==> src/rtl/chunked_subtractor_pkg.sv <==
// rtl/chunked_subtractor_pkg.sv - shared types and sizing helpers for the chunked subtractor
package chunked_sub_pkg;

    localparam int DEFAULT_WIDTH = 8;

    typedef enum logic [0:0] {
        IDLE = 1'b0,
        BUSY = 1'b1
    } state_e;

    // The counter must be able to hold MAX_CHUNKS itself, not just MAX_CHUNKS-1
    function automatic int calc_cw(input int max_chunks);
        return $clog2(max_chunks + 1);
    endfunction

endpackage

==> src/rtl/chunked_subtractor_if.sv <==
// rtl/chunked_subtractor_if.sv - operand-in / result-out handshake bundle
interface chunked_subtractor_if
    import chunked_sub_pkg::*;
#(
    parameter int WIDTH = DEFAULT_WIDTH,
    parameter int CW    = calc_cw(4)
);
    logic             in_valid;
    logic             in_ready;
    logic             in_first;
    logic             in_last;
    logic             bin;
    logic [WIDTH-1:0] a;
    logic [WIDTH-1:0] b;
    logic             out_valid;
    logic             out_ready;
    logic [WIDTH-1:0] diff;
    logic             diff_last;
    logic             bout;
    logic             zero;
    logic             len_err;
    logic [CW-1:0]    chunk_cnt;

    modport master (
        output in_valid, in_first, in_last, bin, a, b, out_ready,
        input  in_ready, out_valid, diff, diff_last, bout, zero, len_err, chunk_cnt
    );

    modport slave (
        input  in_valid, in_first, in_last, bin, a, b, out_ready,
        output in_ready, out_valid, diff, diff_last, bout, zero, len_err, chunk_cnt
    );

endinterface

==> src/rtl/chunked_subtractor_chunk_sub.sv <==
// rtl/chunked_subtractor_chunk_sub.sv - one chunk of A - B - borrow, WIDTH+1 bits wide
module chunk_sub
    import chunked_sub_pkg::*;
#(
    parameter int WIDTH = DEFAULT_WIDTH
) (
    input  logic [WIDTH-1:0] i_a,
    input  logic [WIDTH-1:0] i_b,
    input  logic             i_bsel,
    output logic [WIDTH-1:0] o_d,
    output logic             o_bb,
    output logic             o_is_zero
);

    assign {o_bb, o_d} = {1'b0, i_a} - {1'b0, i_b} - {{WIDTH{1'b0}}, i_bsel};
    assign o_is_zero   = (o_d == '0);

endmodule

==> src/rtl/chunked_subtractor.sv <==
// rtl/chunked_subtractor.sv - streamed wide subtractor with borrow carried across chunks
module chunked_subtractor
    import chunked_sub_pkg::*;
#(
    parameter int WIDTH      = DEFAULT_WIDTH,
    parameter int MAX_CHUNKS = 4,
    parameter int CW         = calc_cw(MAX_CHUNKS)
) (
    input logic                clk,
    input logic                rst_n,
    chunked_subtractor_if.slave bus
);

    state_e           r_state;
    logic             r_borrow;
    logic             r_zacc;
    logic [CW-1:0]    r_cnt;
    logic             r_out_valid;
    logic [WIDTH-1:0] r_diff;
    logic             r_diff_last;
    logic             r_bout;
    logic             r_zero;
    logic             r_len_err;

    logic             w_in_ready;
    logic             w_accept;
    logic             w_process;
    logic             w_restart;
    logic             w_ovf;
    logic             w_bsel;
    logic [WIDTH-1:0] w_d;
    logic             w_bb;
    logic             w_is_zero;
    logic             w_zacc_next;
    logic [CW:0]      w_cnt_next;

    chunk_sub #(.WIDTH(WIDTH)) u_chunk_sub (
        .i_a       (bus.a),
        .i_b       (bus.b),
        .i_bsel    (w_bsel),
        .o_d       (w_d),
        .o_bb      (w_bb),
        .o_is_zero (w_is_zero)
    );

    assign w_in_ready  = !r_out_valid || bus.out_ready;
    assign w_accept    = bus.in_valid && w_in_ready;
    // Non-first chunks arriving in IDLE are consumed silently
    assign w_process   = w_accept && (bus.in_first || (r_state == BUSY));
    assign w_restart   = bus.in_first && (r_state == BUSY);
    assign w_bsel      = bus.in_first ? bus.bin : r_borrow;
    // One extra bit so MAX_CHUNKS+1 is representable for the overflow compare
    assign w_cnt_next  = bus.in_first ? (CW+1)'(1) : ({1'b0, r_cnt} + (CW+1)'(1));
    assign w_ovf       = (w_cnt_next > (CW+1)'(MAX_CHUNKS));
    assign w_zacc_next = (bus.in_first || r_zacc) && w_is_zero;

    always_ff @(posedge clk or negedge rst_n) begin
        if (!rst_n) begin
            r_state  <= IDLE;
            r_borrow <= 1'b0;
            r_zacc   <= 1'b0;
            r_cnt    <= '0;
        end else if (w_process) begin
            r_state  <= (w_ovf || bus.in_last) ? IDLE : BUSY;
            r_borrow <= w_bb;
            r_zacc   <= w_zacc_next;
            r_cnt    <= w_ovf ? CW'(MAX_CHUNKS) : w_cnt_next[CW-1:0];
        end
    end

    always_ff @(posedge clk or negedge rst_n) begin
        if (!rst_n) begin
            r_out_valid <= 1'b0;
            r_diff      <= '0;
            r_diff_last <= 1'b0;
            r_bout      <= 1'b0;
            r_zero      <= 1'b0;
            r_len_err   <= 1'b0;
        end else if (w_process) begin
            r_out_valid <= 1'b1;
            r_diff      <= w_d;
            r_diff_last <= bus.in_last || w_ovf;
            r_bout      <= w_bb;
            r_zero      <= bus.in_last && !w_ovf && w_zacc_next;
            r_len_err   <= w_ovf || w_restart;
        end else if (bus.out_ready) begin
            r_out_valid <= 1'b0;
        end
    end

    assign bus.in_ready  = w_in_ready;
    assign bus.out_valid = r_out_valid;
    assign bus.diff      = r_diff;
    assign bus.diff_last = r_diff_last;
    assign bus.bout      = r_bout;
    assign bus.zero      = r_zero;
    assign bus.len_err   = r_len_err;
    assign bus.chunk_cnt = r_cnt;

endmodule

==> src/flat_wrapper.sv <==
// flat-port wrapper written by rule: the top's interface ports become plain ports
module chunked_subtractor_flat import chunked_sub_pkg::*;
#(
    parameter int WIDTH      = DEFAULT_WIDTH,
    parameter int MAX_CHUNKS = 4,
    parameter int CW         = calc_cw(MAX_CHUNKS)
)
  (clk, rst_n, bus_in_valid, bus_in_first, bus_in_last, bus_bin, bus_a, bus_b, bus_out_ready, bus_in_ready, bus_out_valid, bus_diff, bus_diff_last, bus_bout, bus_zero, bus_len_err, bus_chunk_cnt);
  chunked_subtractor_if #(.WIDTH(WIDTH), .CW(CW)) bus_i ();
  input logic clk;
  input logic rst_n;
  input wire logic [$bits(bus_i.in_valid)-1:0] bus_in_valid;
  input wire logic [$bits(bus_i.in_first)-1:0] bus_in_first;
  input wire logic [$bits(bus_i.in_last)-1:0] bus_in_last;
  input wire logic [$bits(bus_i.bin)-1:0] bus_bin;
  input wire logic [$bits(bus_i.a)-1:0] bus_a;
  input wire logic [$bits(bus_i.b)-1:0] bus_b;
  input wire logic [$bits(bus_i.out_ready)-1:0] bus_out_ready;
  output wire logic [$bits(bus_i.in_ready)-1:0] bus_in_ready;
  output wire logic [$bits(bus_i.out_valid)-1:0] bus_out_valid;
  output wire logic [$bits(bus_i.diff)-1:0] bus_diff;
  output wire logic [$bits(bus_i.diff_last)-1:0] bus_diff_last;
  output wire logic [$bits(bus_i.bout)-1:0] bus_bout;
  output wire logic [$bits(bus_i.zero)-1:0] bus_zero;
  output wire logic [$bits(bus_i.len_err)-1:0] bus_len_err;
  output wire logic [$bits(bus_i.chunk_cnt)-1:0] bus_chunk_cnt;
  assign bus_i.in_valid = bus_in_valid;
  assign bus_i.in_first = bus_in_first;
  assign bus_i.in_last = bus_in_last;
  assign bus_i.bin = bus_bin;
  assign bus_i.a = bus_a;
  assign bus_i.b = bus_b;
  assign bus_i.out_ready = bus_out_ready;
  assign bus_in_ready = bus_i.in_ready;
  assign bus_out_valid = bus_i.out_valid;
  assign bus_diff = bus_i.diff;
  assign bus_diff_last = bus_i.diff_last;
  assign bus_bout = bus_i.bout;
  assign bus_zero = bus_i.zero;
  assign bus_len_err = bus_i.len_err;
  assign bus_chunk_cnt = bus_i.chunk_cnt;
  chunked_subtractor #(.WIDTH(WIDTH), .MAX_CHUNKS(MAX_CHUNKS), .CW(CW)) u_core (.clk(clk), .rst_n(rst_n), .bus(bus_i));
endmodule
==> config.mk <==
export PLATFORM = sky130hd
export DESIGN_NAME = chunked_subtractor_flat
export DESIGN_NICKNAME = d
export VERILOG_FILES = /design/src/rtl/chunked_subtractor_pkg.sv /design/src/rtl/chunked_subtractor_if.sv /design/src/rtl/chunked_subtractor_chunk_sub.sv /design/src/rtl/chunked_subtractor.sv /design/src/flat_wrapper.sv
export SDC_FILE = /design/constraint.sdc
export NUM_CORES = 1
export LEC_CHECK = 0
export ABC_AREA = 1
export CAP_MARGIN = 10
export CORE_ASPECT_RATIO = 1.25
export CORE_UTILIZATION = 46
export DETAILED_ROUTE_END_ITERATION = 8
export PLACE_DENSITY = 0.78
export SYNTH_ARGS = -nofsm -noshare
export SYNTH_HDL_FRONTEND = slang
export SYNTH_SLANG_ARGS = --single-unit
==> constraint.sdc <==
create_clock -name clk -period 3.59 [get_ports clk]
set_input_delay 0.8975 -clock clk [delete_from_list [all_inputs] [get_ports clk]]
set_output_delay 0.8975 -clock clk [all_outputs]
set_load 0.03 [all_outputs]
## Word-level counts from Yosys, hierarchy flattened

Cells that the tools add are included.

| cells by class | value |
|---|---|
| add/sub/neg operators | 3 |
| $mul | 0 |
| divide/modulo/power cells | 0 |
| magnitude comparators | 1 |
| eq/ne operators | 0 |
| shift operators | 0 |
| multiplexer cells | 6 |
| bitwise gates (word level) | 0 |
| reduce and logical (&&, ||, !) cells | 15 |

Operators by type and width:

| operator | number |
|---|---|
| 8-bit by 8-bit subtractor with 9-bit output | 1 |
| 9-bit by 1-bit subtractor with 9-bit output | 1 |
| 8-bit logical NOT | 1 |
| 1-bit logical AND | 6 |
| 1-bit logical OR | 5 |
| 3-bit by 1-bit adder with 4-bit output, second input constant | 1 |
| 4-bit by 3-bit greater-than comparator with 1-bit output, second input constant | 1 |
| 1-bit two-way mux | 4 |
| 4-bit two-way mux | 1 |
| 3-bit two-way mux | 1 |
| 1-bit logical NOT | 2 |
| 2-bit nonzero test | 1 |

| storage, ports and cells | value |
|---|---|
| register bits | 18 |
| bits in latches | 0 |
| bits in writable memories | 0 |
| memory bits (read-only) | 0 |
| input bits | 23 |
| output and inout bits | 17 |
| word-level logic and storage cells | 34 |
| memories kept | 0 |

## Depth between registers and ports, before layout

Gate-level depths: netlist of the first run.

| depth | value |
|---|---|
| depth after elaboration | 6 |
| depth in mapped cells | 14 |
| depth with buffers taken out | 14 |

## Cells and area by module

A second synthesis of the first run with hierarchy kept.

| second synthesis, totals | value |
|---|---|
| cell total of the unflattened synthesis | 211 |
| area, all modules | 1432.6 um^2 |

By module, submodules not included:

| module | times used | cells each | area an instance (um^2) | sequential area each (um^2) |
|---|---|---|---|---|
| chunked_subtractor | 1 | 100 | 818.3 | 450.4 |
| chunk_sub | 1 | 111 | 614.3 | 0.0 |

## Least setup slack after synthesis of the first run

OpenSTA, ideal clock, no wires.

| path | value |
|---|---|
| path kind | input to register |
| start point | in bus_in_first |
| end point | reg u_core.r_zero, in the netlist u_core.bus.zero |
| library setup time | 0.065 ns |
| arrival time | 2.407 ns |
| required time | 3.525 ns |
| setup slack | 1.118 ns |
| stages | 12 |
| buffers on the path | 0 |
| cell sequence | mux2i_1 fa_1 ha_1 inv_1 nand2_1 nand2_1 nand3_1 nor2_1 nand2_1 nor2_2 nand4_1 nand2_1 |

| between the ends | value |
|---|---|
| longest elaborated chain between the ends | 5 |
| elaborated cells between the ends (all ways) | 12 |
| those cells by class | add/sub (1); order compare (1); mux (2); reduce/logical (8) |

Ends and longest elaborated chain:

| item | RTL line | text |
|---|---|---|
| start: declaration | flat_wrapper.sv:13 | `input wire logic [$bits(bus_i.in_first)-1:0] bus_in_first;` |
| 1-bit two-way mux or 4-bit two-way mux (tied branches) | chunked_subtractor.sv:51, chunked_subtractor.sv:53 |  |
| 9-bit by 1-bit subtractor with 9-bit output or 4-bit by 3-bit greater-than comparator with 1-bit output (tied branches) | chunked_subtractor_chunk_sub.sv:15, chunked_subtractor.sv:54 |  |
| 8-bit logical NOT or 1-bit logical NOT (tied branches) | chunked_subtractor_chunk_sub.sv:16, chunked_subtractor.sv:84 |  |
| 1-bit logical AND (on tied branches) | chunked_subtractor.sv:55, chunked_subtractor.sv:84 |  |
| 1-bit logical AND | chunked_subtractor.sv:84 | `r_zero <= bus.in_last && !w_ovf && w_zacc_next;` |
| end signal: assignment | chunked_subtractor.sv:84 |  |
| end: declaration | chunked_subtractor.sv:22 | `logic r_zero;` |

Several ways; a longest one is shown, not always the timed one.
A chain may end at the register's enable or synchronous reset.

## Worst setup path in the final report of the first run

| path | value |
|---|---|
| start point | in bus_out_ready |
| end point | out bus_in_ready |

| between the ends | value |
|---|---|
| longest elaborated chain between the ends | 1 |

Ends and longest elaborated chain:

| item | RTL line | text |
|---|---|---|
| start: declaration | flat_wrapper.sv:18 | `input wire logic [$bits(bus_i.out_ready)-1:0] bus_out_ready;` |
| 1-bit logical OR | chunked_subtractor.sv:46 | `assign w_in_ready = !r_out_valid \|\| bus.out_ready;` |
| end: declaration | flat_wrapper.sv:19 | `output wire logic [$bits(bus_i.in_ready)-1:0] bus_in_ready;` |

Every way passes these cells.

==> results.tsv, run 1 <==
metric	value	unit
Critical Path AT	2.14	ns
total congestion overflow	0	
Final Max Tran Viols	0	
internal power	0.000610	W
Worst Setup EP	bus_in_ready	
clk_lat worst skew	0.30	ns
critical path startpoint category	primary input	
Clock power frac	0.113	
overall power	0.00111	W
critical path class	primary input to output pin	
Post-synth ARST share	1.00	
hpwl dp	2350	µm
Starting Density	0.495	
Max-cap violations	0	
Area Growth Syn to Fin	33.6	%
Final Setup Violations	0	
P_leak	0.992	nW
post-synthesis adder-cell area fraction	0.167	
Die Y	62.9	µm
Num CTS Buffers	3	
worst-margin pin slew	0.779	ns
sw power	0.000501	W
first-pass GRT wire length	4630	µm
reg2reg end	u_core.bus.zero	
Post-Route Setup TNS	0	ns
IO Pins	40	
Slew headroom	0.479	
switch share	0.451	
Die ar.	0.00319	mm²
most frequent cells in the layout	53 x nand2_1, 44 x inv_1, 39 x clkdlybuf4s50_1	
utilization after layout	0.662	
post-synthesis simple-gate area fraction	0.274	
clock sink count	18	
Core Rows	21	
final RePlAce weighted congestion	0.826	
P per Cell Area	609	mW/mm²
DR WL/cell	10.5	µm
Post-synth EDFFs	0	
post-synthesis compound-gate area fraction	0.0916	
Reg clk slew, reported paths	0.10	ns
largest family of logic cells by synthesized area	simple AND/OR/NAND/NOR gates	
Post-Synth XOR/XNOR Area	0	
Max Fclk	329	MHz
reg-to-reg startpoint	u_core.r_borrow	
fill count	253	
Core Region	0.00276	mm²
Post-DRT Antenna Nets	0	
DIE WIDTH	50.7	µm
drt pass-1 iters	4	
sequential area share after synthesis	0.330	
final hold violation count	0	
cts hold-fix bufs	0	
I/O Buffers	39	
reg2reg setup slack	1.45	ns
worst hold path class	flip-flop to flip-flop	
required time worst endpoint	2.69	ns
RSZ-0062 raised after global routing	no	
status	finished, final reports clean	
CP startpoint	bus_out_ready	
Most used DFF post-synth	dfrtp_1	
Combinational Power Share	0.581	
Yosys warnings	0	
share of cells above drive strength 1	0.0563	
H-tree lvl count	1	
Mapped Cells	190	
Final Cycle Share	0.846	
post-CTS setup buffer count	0	
vias in the first global route	1171	
Worst Setup End Kind	output pin	
Nets	272	
largest net degree at the start of global routing	22	
Max FO, Critical Path	3	
Max VDD drop	381	µV
Distinct cells, synth	25	
ANT cells	0	
initial drt markers	22	
PostCTS Resize Cnt	0	
clock buffer depth	2	
Post-Syn Nets	230	
Layout Skew	0.00144	ns
Seq pwr share	0.306	
hold depth	2	
root buf cell	clkbuf_4	
most common cell after layout, fill and taps aside	nand2_1	
CTS tree	yes	
Post-Syn Area	0.00137	mm²
Final Critical Period	3.04	ns
Vias	1292	
R2R cell count	12	
Mean Syn Cell Area	7.19	µm²
portion of netlist area occupied by mux cells	0.00733	
Routed WL	2780	µm
Total GRT Usage	0.193	
Yosys reg bits	18	
initial antenna violation count	0	
DRC Markers	0	
vias per inst	4.88	
critical path, cell delays in order:
cell	delay, ns
clkdlybuf4s50_1	0.45
inv_1	0.03
nand2_1	0.08
clkdlybuf4s50_1	0.67
stage by stage:
step	cells	hold slack [ns]	instance area, µm²	setup slack [ns]
3_3_place_gp	261	0.466	1790	0.372
4_1_cts	265	0.493	1830	0.549
2_1_floorplan	190	0.450	1370	1.12
5_1_grt	265	0.505	1830	0.506
6_report	265	0.491	1830	0.554
3_5_place_dp	261	0.467	1790	0.322
Yosys cell counts (2+ instances only):
cell type,number,share of area
a21oi_1,8,0.029
nand2_1,53,0.15
nor2_2,4,0.018
buf_2,2,0.0073
dfrtp_1,18,0.33
o22ai_1,2,0.0092
nor2_1,10,0.027
nand4_1,4,0.018
fa_1,2,0.029
nand3_1,9,0.033
ha_1,15,0.14
inv_1,44,0.12
o21ai_0,7,0.026
routing by layer:
metal | up-vias | wire, µm | GRT usage
met4 | 0 | 46 | 0.0938
met1 | 579 | 1080 | 0.195
li1 | 670 | - | -
met5 | - | 0 | 0
met3 | 5 | 116 | 0.0170
met2 | 38 | 1540 | 0.375
power by group through the flow:
stage / logic (W) / clock network (W) / registers (W)
3_3_place_gp: 0.000641 / 0 / 0.000341
6_report: 0.000646 / 0.000126 / 0.000340
2_1_floorplan: 0.000252 / 0 / 0.000491
3_5_place_dp: 0.000649 / 0 / 0.000345
5_1_grt: 0.000708 / 0.000140 / 0.000347
4_1_cts: 0.000652 / 0.000128 / 0.000340
sequential cells by signal, summed over array words and instances, names as in the netlist:
| register | cells |
|---|---|
| u_core.bus.out_valid | 1 |
| u_core.bus.len_err | 1 |
| u_core.bus.chunk_cnt | 3 |
| u_core.bus.diff | 8 |
| u_core.r_borrow | 1 |
| u_core.r_state | 1 |
| u_core.bus.zero | 1 |
| u_core.r_zacc | 1 |
| u_core.bus.diff_last | 1 |
cell type report:
class	instances	area (µm²)	area share
Sequential cell	18	450	0.247
Inverter	45	169	0.0925
Tap cell	34	42.5	0.0233
Timing Repair Buffer	39	390	0.214
Clock buffer	4	36.3	0.0199
Multi-Input combinational cell	125	737	0.404
how the worst min path moves through the flow:
stage	from	end
after floorplan	u_core.r_zacc	u_core.r_zacc
after global placement	u_core.r_zacc	u_core.r_zacc
after detailed placement	u_core.bus.diff[6]	u_core.bus.diff[6]
after CTS	u_core.bus.diff[6]	u_core.bus.diff[6]
after global routing	u_core.bus.diff[6]	u_core.bus.diff[6]
final	u_core.bus.diff[6]	u_core.bus.diff[6]
cells by family (layout without fill, tap and decap cells):
group	after synthesis	after routing
compound gates	22	22
simple gates	85	85
mux	1	1
buf+inv	47	88
flops	18	18
fa+ha+maj	17	17
Note: power is estimated with default switching activity, not from simulation.
==> run 2, diff against run 1 <==
- clock period: 3.59 -> 2.9 ns (I/O delays scaled with it)
==> run 2 against run 1 <==
Net effect: sequential power up 22%; die area unchanged; count of clock-buffer cells in the layout unchanged; largest cell class unchanged; largest power group unchanged.
==> results.tsv, run 2 (synthesis gave the netlist of run 1 again) <==
metric	value	unit	change
P_leak	1.01	nW	+1.9%
Vias	1313		+1.6%
fill count	232		-8.3%
final RePlAce weighted congestion	0.849		+2.7%
max FFs per register	8		unchanged
required time worst endpoint	3.15	ns	+0.46 ns
R2R cell count	12		unchanged
Total GRT Usage	0.196		+0.00331
Post-DRT Antenna Nets	0		unchanged
post-CTS setup buffer count	0		unchanged
Core Rows	21		unchanged
drt pass-1 iters	4		unchanged
P per Cell Area	745	mW/mm²	+22%
Clock power frac	0.114		about the same
Final Cycle Share	0.945		
ANT cells	0		unchanged
RSZ-0062 raised after global routing	no		
Final Setup Violations	0		unchanged
Slew headroom	0.471		-0.00780
critical path class	primary input to flip-flop		
H-tree lvl count	1		unchanged
Final Critical Period	2.74	ns	
WHS Endpoint	u_core.bus.diff[3]		
initial drt markers	41		+86%
worst hold path class	flip-flop to flip-flop		
Routed WL	2700	µm	-2.9%
Die ar.	0.00319	mm²	unchanged
reg2reg end	u_core.bus.zero		
final instance area	0.00186	mm²	+1.6%
Final Max Tran Viols	0		unchanged
worst-margin pin slew	0.791	ns	+0.0117 ns
sw power	0.000617	W	+23%
PostCTS Resize Cnt	0		unchanged
I/O Buffers	39		unchanged
switch share	0.447		-0.00429
initial antenna violation count	0		unchanged
Reg clk slew, reported paths	0.10	ns	about the same
vias in the first global route	1196		+2.1%
Num CTS Buffers	3		unchanged
worst hold start	u_core.bus.diff[3]		
crit-path cells	clkdlybuf4s50_1 > mux2i_1 > fa_1 > inv_1 > fa_1 > inv_1 > nor2_1 > nand3_1 > nor2_1 > nand2_1 > nor2_2 > nand4_1 > nand2_1		
Finished Layout Cells	269		+1.5%
Max Fclk	365	MHz	
clk_lat worst skew	0.30	ns	about the same
Combinational Power Share	0.585		+0.004
utilization after layout	0.673		+0.0109
DIE WIDTH	50.7	µm	unchanged
Cells after DPL	265		+1.5%
hold depth	2		unchanged
IO Pins	40		unchanged
critical path's top delay family	adder cells		
cts hold-fix bufs	0		unchanged
CP max stage cell	fa_1		
vias per inst	4.88		+0.11%
most common cell after layout, fill and taps aside	nand2_1		
root buf cell	clkbuf_4		
hpwl dp	2280	µm	-2.8%
most frequent cells in the layout	53 x nand2_1, 44 x inv_1, 39 x clkdlybuf4s50_1		
Seq pwr share	0.301		-0.005
DR WL/cell	10.0	µm	-4.3%
Max-cap violations	0		unchanged
internal power	0.000765	W	+25%
share of cells above drive strength 1	0.0723		+0.0161
Nets	276		+1.5%
status	finished, final reports clean		
Buf+Inv Stages, Crit Path	3		unchanged
final hold violation count	0		unchanged
reg2reg setup slack	0.73	ns	-0.72 ns
CTS tree	yes		
Die Y	62.9	µm	unchanged
Layout Skew	0.00250	ns	+0.00106 ns
clock buffer depth	2		unchanged
Max VDD drop	476	µV	+25%
Post-Place Cell Area	0.00182	mm²	+1.7%
clock sink count	18		unchanged
Worst Setup End Kind	flip-flop		
Starting Density	0.495		unchanged
critical path startpoint category	primary input		
largest net degree at the start of global routing	19		-14%
total congestion overflow	0		unchanged
DRC Markers	0		unchanged
first-pass GRT wire length	4820	µm	+4.0%
Area Growth Syn to Fin	35.8	%	
Critical Path AT	2.99	ns	+0.85 ns
slowest stage delay, CP	0.52	ns	-0.15 ns
reg-to-reg startpoint	u_core.r_borrow		
Core Region	0.00276	mm²	unchanged
Max FO, Critical Path	2		-1
-- run 2: worst max-delay path by stage --
stage                 startpoint         endpoint  slack, ns  cells after the start
finish              bus_in_first  u_core.bus.zero       0.16                     13
global route        bus_in_first  u_core.bus.zero       0.07                     13
CTS                 bus_in_first  u_core.bus.zero       0.14                     13
detailed placement  bus_in_first  u_core.bus.zero      -0.14                     13
global placement    bus_in_first  u_core.bus.zero      -0.05                     13
floorplan           bus_in_first  u_core.bus.zero       0.60                     12
-- run 2: cell type report --
class	count	area, µm²	share of cell area
multi-input combinational	125	737	0.397
clock buffer	4	36.3	0.0196
tap	34	42.5	0.0229
sequential	18	450	0.243
inverter	45	169	0.0910
timing repair buffer	43	420	0.227
-- run 2: stage by stage --
stage	hold WS, ns	setup WS, ns	TNS [ns]	power (W)
3_3_place_gp	0.464	-0.0472	-0.0905	0.00122
4_1_cts	0.494	0.143	0	0.00139
6_report	0.491	0.161	0	0.00138
2_1_floorplan	0.429	0.600	0	0.000919
3_5_place_dp	0.468	-0.144	-0.295	0.00124
5_1_grt	0.531	0.0717	0	0.00149
-- run 2: worst min-delay path, cell delays in order, from the launching register on --
cell and delay [ns]:
dfrtp_1 0.36, nand2_1 0.05, nand2_1 0.05
-- run 2: power by group through the flow --
stage | logic, W | clock network [W] | registers [W]
2_1_floorplan | 0.000312 | 0 | 0.000607
3_3_place_gp | 0.000803 | 0 | 0.000419
3_5_place_dp | 0.000812 | 0 | 0.000424
4_1_cts | 0.000816 | 0.000157 | 0.000418
5_1_grt | 0.000893 | 0.000171 | 0.000430
6_report | 0.000808 | 0.000158 | 0.000416
-- run 2: routing by layer --
metal	GRT usage	wire (µm)	vias to the layer above
met3	0.0292	86	7
met5	0	0	-
li1	-	-	686
met4	0.0729	50	0
met2	0.363	1440	38
met1	0.217	1130	582
